### src/rtl/serial_four_bit_adder.sv
// Bit-serial adder: one full-adder cell plus a carry flop, LSB-first, behind a start/done handshake.
// Optional signed-overflow output is enabled by defining SERIAL_ADDER_OVF_EN.
module serial_four_bit_adder #(
  parameter int WIDTH = 4
) (
  input  logic             clk,
  input  logic             rst_n,
  input  logic             start,
  input  logic [WIDTH-1:0] a,
  input  logic [WIDTH-1:0] b,
  input  logic             cin,
  output logic             busy,
  output logic             done,
  output logic [WIDTH-1:0] sum,
  output logic             cout
`ifdef SERIAL_ADDER_OVF_EN
  ,
  output logic             ovf
`endif
);

  localparam int CW = (WIDTH > 1) ? $clog2(WIDTH) : 1;

  typedef enum logic [1:0] {
    IDLE = 2'd0,
    RUN  = 2'd1,
    DONE = 2'd2
  } state_t;

  state_t           state, state_nxt;
  logic             load, step;
  logic [WIDTH-1:0] sh_a, sh_b;
  logic [WIDTH-2:0] psum;
  logic [WIDTH-1:0] psum_nxt;
  logic             carry, carry_nxt, bit_s;
  logic [CW-1:0]    cnt;
  logic             last;

  assign bit_s     = sh_a[0] ^ sh_b[0] ^ carry;
  assign carry_nxt = (sh_a[0] & sh_b[0]) | (sh_a[0] & carry) | (sh_b[0] & carry);
  assign psum_nxt  = {bit_s, psum};
  assign last      = (cnt == CW'(WIDTH - 1));

  // Handshake outputs decode the state register only; no path from inputs.
  assign busy = (state == RUN);
  assign done = (state == DONE);

  always_ff @(posedge clk or negedge rst_n) begin
    if (!rst_n) state <= IDLE;
    else        state <= state_nxt;
  end

  always_comb begin
    state_nxt = state;
    load      = 1'b0;
    step      = 1'b0;
    case (state)
      IDLE: begin
        if (start) begin
          load      = 1'b1;
          state_nxt = RUN;
        end
      end
      RUN: begin
        step = 1'b1;
        if (last) state_nxt = DONE;
      end
      DONE: begin
        if (start) begin
          load      = 1'b1;
          state_nxt = RUN;
        end else begin
          state_nxt = IDLE;
        end
      end
      default: state_nxt = IDLE;
    endcase
  end

  always_ff @(posedge clk or negedge rst_n) begin
    if (!rst_n) begin
      sh_a  <= '0;
      sh_b  <= '0;
      psum  <= '0;
      carry <= 1'b0;
      cnt   <= '0;
      sum   <= '0;
      cout  <= 1'b0;
`ifdef SERIAL_ADDER_OVF_EN
      ovf   <= 1'b0;
`endif
    end else if (load) begin
      sh_a  <= a;
      sh_b  <= b;
      carry <= cin;
      psum  <= '0;
      cnt   <= '0;
    end else if (step) begin
      sh_a  <= sh_a >> 1;
      sh_b  <= sh_b >> 1;
      carry <= carry_nxt;
      psum  <= psum_nxt[WIDTH-1:1];
      cnt   <= cnt + 1'b1;
      // Only the completed word is published; partial sums stay internal.
      if (last) begin
        sum  <= psum_nxt;
        cout <= carry_nxt;
`ifdef SERIAL_ADDER_OVF_EN
        ovf  <= carry ^ carry_nxt;
`endif
      end
    end
  end

endmodule
### config.mk
export PLATFORM = sky130hd
export DESIGN_NAME = serial_four_bit_adder
export DESIGN_NICKNAME = d
export VERILOG_FILES = /design/src/rtl/serial_four_bit_adder.sv
export SDC_FILE = /design/constraint.sdc
export NUM_CORES = 1
export LEC_CHECK = 0
export BUFFER_PORTS_ARGS = -buffer_cell sky130_fd_sc_hd__buf_2
export CORE_ASPECT_RATIO = 1.1
export CORE_UTILIZATION = 45
export CTS_BUF_LIST = sky130_fd_sc_hd__clkbuf_16
export DETAILED_ROUTE_END_ITERATION = 7
export GPL_TIMING_DRIVEN = 0
export PLACE_DENSITY = 0.64
export SETUP_SLACK_MARGIN = 0.05
export SYNTH_ARGS = -nofsm -noshare
export SYNTH_HDL_FRONTEND = slang
export SYNTH_SLANG_ARGS = --single-unit
### constraint.sdc
create_clock -name clk -period 1.98 [get_ports clk]
set_input_delay 0.198 -clock clk [delete_from_list [all_inputs] [get_ports clk]]
set_output_delay 0.198 -clock clk [all_outputs]
set_load 0.01 [all_outputs]
======== After elaboration in Yosys (flattened, before gate mapping) ========
Index checks and enable logic that the tools add are counted.
cells by class
  multiplexer cells ....................... 17
  bitwise gates (word level) .............. 8
  add/sub/neg operators ................... 1
  reductions and logical operators ........ 5
  equality and inequality tests ........... 5
operators by type and width
  operator               number
  $mux W4                4
  $mux W2                4
  $mux W1                6
  $mux W3                2
  $pmux W2 S3            1
  $eq A2 B2 Y1 const B   2
  $and A1 B1 Y1          3
  $reduce_and A3 Y1      1
  $add A2 B1 Y2 const B  1
  $eq A2 B1 Y1 const B   1
  $logic_not A2 Y1       1
  $ne A2 B1 Y1 const B   1
  $ne A2 B2 Y1 const B   1
  $or A1 B1 Y1           2
  $reduce_and A2 Y1      1
  $reduce_bool A2 Y1     1
  $reduce_or A2 Y1       1
  $xor A1 B1 Y1          2
  $not A1 Y1             1
storage, ports and cells
  register bits after elaboration ......... 21
  word-level logic and storage cells ...... 44
  input port bits ......................... 12

======== Longest topological paths before layout ========
  depth after elaboration ................. 5
  depth in mapped cells ................... 5
  gate-level depth less buffers ........... 4

======== Least setup slack after synthesis ========
OpenSTA, ideal clock, no wires.
  kind .................................... reg2reg
  start point ............................. reg sh_a[0]
  end point ............................... reg sum[3]
  slack ................................... 720 ps
  period minus slack after synthesis ...... 1260 ps
  cell stages (with the launch flop) ...... 3
  arrival time ............................ 1134 ps
  library setup time ...................... 125 ps
  cells stage by stage .................... dfrtp_1 fa_1 mux2_4
on the way
  longest elaborated chain between the ends .. 2
RTL lines
  element                     RTL line  source
  from (decl)                 32        logic [WIDTH-1:0] sh_a, sh_b;
  from (signal assigned)      99        sh_a <= sh_a >> 1;
  $xor A1 B1 Y1 (2 in a row)  39        assign bit_s = sh_a[0] ^ sh_b[0] ^ carry;
  net bit_s                   35        logic carry, carry_nxt, bit_s;
  to (signal assigned)        106       sum <= psum_nxt;
  to (decl)                   14        output logic [WIDTH-1:0] sum,
The timed path passes the listed nets, and every way through them passes these cells.
A chain may end at the register's enable or synchronous reset.

======== Worst setup path after layout ========
Ends and elaborated chain as after synthesis.

==> impl_results.md <==
* Total power per unit cell area at 1631 nW/um^2
* Sequential share of power at 0.380
* First-pass GRT wire length at about 3000 um
* Routed wire length at 1815 um
* Slew margin rel. at 0.6937
* Clock Skew at between 0.001 and 0.0015 ns
* Worst Setup SP: sh_a[0]$_DFFE_PN0P_
* Largest delay share family, worst path: adder cells
* WL/cell at roughly 14 um
* Fin Setup TNS at 0 ns
* Main synth FF type: dfrtp_1
* I/O Buffers at 18
* Clock power share at 0.206
* Cells resized by post-CTS repair at 0
* CP max-delay cell: fa_1
* Post-synthesis async set-or-reset flop share at 1.000
* Drt pass-1 iters at 4
* Worst-Skew Late Latency at about 0.25 ns
* Setup repair bufs after CTS at 0
* Crit-path max cell delay at between 0.5 and 0.6 ns
* Vias per inst at approximately 5
* Antenna violations before repair at 0
* Switching Fraction at 0.3370
* Vias in the first global route at roughly 650
* Post-route cell area at approximately 1200 sq um
* CTS sink cnt at 21
* Critical Path AT at 1.45 ns
* Pint at roughly 1.3 mW
* Residual DRC count at 0
* Mapped Area at 1005 sq um
* Die height at 51.56 um
* Syn Nets at 95
* Slew @ Worst Pin at about 0.46 ns
* Placer Congestion at about 0.73
* Unrepaired setup endpoints after global routing: false
* Syn. warnings at 0
* Crit-path cells: fa_1, mux2_4
* VDD IR max at 0.001134 V
* Antenna cells at 0
* Core area at around 2100 sq um
* Syn avg cell area at 12.40 sq um
* WP buf/inv at 0
* Synth unique cells at 26
* Clock slew at reported path FFs at 0.05 ns
* Mapped Cells at between 80 and 90
* Total GRT Usage at 0.1825
* Largest net degree at the start of global routing at 22
* Logic pwr share at 0.414
* Fin crit share at 0.6629
* Placed Area at approximately 1100 sq um
* Crit. End Element: flip-flop
* Initial Util at 0.4870
* Fraction of layout cells with a size suffix above 1 at 0.3365
* Sequential area share after synthesis at 0.5230
* TritonCTS Buffers at 3
* Die area at ~2400 sq um
* Multi-input gate area at roughly 430 sq um
* Status: finished, final reports clean
* Final setup viols at 0
* Hold WC Path Type: in2reg
* Hold Crit Start: a[3]
* Critical Path Start Type: flip-flop
* Reg2reg start: sh_a[0]$_DFFE_PN0P_
* Crit Path Max Fanout at 3
* CTS Buffer Depth at 2
* H-Tree Depth at 1
* Starting DRT DRC Count at 8
* # fillers at 190
* Final Hold Violating Endpoints at 0
* Post-DP HPWL at 1303 um
* Setup CP Type: reg2reg
* CTS tree: done
* Max-slew violations at 0
* Leak Pwr at slightly below 0.6 nW
* Root buf cell: clkbuf_16
* P_sw at approximately 0.67 mW
* FMAX at between 700 and 800 MHz
* Final #Nets at around 120
* Row count at 17
* Die W at 47.05 um
* Number of flops mapped to enable cells by yosys at 0
* Area growth syn-to-layout at 21.30%
* ANT nets after route at 0
* CTS Hold Bufs at 1
* Post-synthesis register bit count at 21
* # Max-Cap Violations at 0
* Vias at 666
* Reg area at 525.5 sq um
* Grt total ovfl at 0
* I/O Pins at 19
* Worst endpoint required time at 2.11 ns
* Min Tclk post-route at between 1 and 1.5 ns
## stage by stage
stage	hold WS [ns]	setup WS [ns]	utilization	power (mW)	std cells
floorplan	-0.09759	0.7205	-	1.368	81
global route	0.2200	0.6085	0.5907	2.137	132
CTS	0.2236	0.6533	0.5907	2.017	132
detailed placement	0.1793	0.6623	0.5476	1.597	127
finish	0.2212	0.6675	0.5907	1.988	132
global placement	0.1827	0.6731	0.5476	1.551	127
## kinds of logic (layout without fill, tap and decap cells)
family / Yosys count / after routing / share of synthesized area
buffers and inverters: 9 / 32 / 0.05229
flip-flops: 21 / 21 / 0.5230
multiplexers: 14 / 14 / 0.1656
AND/OR/NAND/NOR: 13 / 13 / 0.08718
adder cells (fa/ha/maj): 2 / 2 / 0.03238
AO/OA/AOI/OAI: 22 / 22 / 0.1395
## area by class of cell
cell class                      instances  share of cell area
Clock buffer                            3             0.06160
Tap cell                               28             0.02875
Inverter                                5             0.01745
Buffer                                  4             0.02567
Timing Repair Buffer                   19             0.08214
Clock inverter                          1            0.003080
Sequential cell                        21              0.4312
Multi-Input combinational cell         51              0.3501
## metal layers
metal  track usage  vias to the layer above  wire length, um
met5             0                        -                0
met4       0.05714                        0               16
met3       0.05208                        2               60
met2        0.2963                       15              865
met1        0.2302                      317              873
li1              -                      332                -
## layout by cell type, fill, tap and decap left out, drive strengths merged
cell type     n
mux2          6
a21oi         7
a21o          1
o21ai         4
nand2b        2
ha            1
a32o          1
fa            1
nor2b         6
inv           6
buf          22
o22ai         2
a211oi        5
nand2         3
mux2i         8
nor2          1
dfrtp        21
clkbuf        3
a22o          2
nand3         1
dlygate4sd3   1
## worst reg2reg max path: stages, from the launching register on
cell and delay, ns:
dfrtp_1 0.41, fa_1 0.51, mux2_4 0.28
## registers in the layout, summed over array words and instances, names as in the netlist
name,flops
psum,3
cout,1
cnt,2
carry,1
sh_a,4
sum,4
state,2
sh_b,4
## final timing paths
path	end	slack [ns]	cells past startpoint
hold reg to reg	sum[2]$_DFFE_PN0P_	0.50	1
setup / recovery	sum[3]$_DFFE_PN0P_	0.67	2
max in group asynchronous	psum[0]$_DFFE_PN0P_	1.23	2
min in group asynchronous	cout$_DFFE_PN0P_	0.43	2
hold / removal	sh_a[3]$_DFFE_PN0P_	0.22	2
setup reg to reg	sum[3]$_DFFE_PN0P_	0.67	2
## power by group through the flow
| stage | Clock (mW) | Combinational, mW | Sequential, mW |
|---|---|---|---|
| after floorplan | 0 | 0.613 | 0.756 |
| after global placement | 0 | 0.796 | 0.755 |
| after detailed placement | 0 | 0.831 | 0.766 |
| after CTS | 0.423 | 0.833 | 0.761 |
| after global routing | 0.444 | 0.910 | 0.783 |
| final | 0.409 | 0.822 | 0.756 |
## synthesized netlist by cell type (2+ instances only)
| master | number | area [sq um] |
|---|---|---|
| a21oi_1 | 7 | 35.03 |
| buf_4 | 2 | 15.01 |
| a22o_1 | 2 | 17.52 |
| nand2_1 | 2 | 7.510 |
| mux2_4 | 5 | 75.07 |
| inv_1 | 4 | 15.01 |
| nor2b_1 | 6 | 37.54 |
| dfrtp_1 | 21 | 525.5 |
| mux2i_1 | 8 | 80.08 |
| o21ai_0 | 3 | 15.01 |
| o22ai_1 | 2 | 12.51 |
| a211oi_1 | 5 | 37.54 |
No activity file was read; power rests on OpenSTA's default activity.
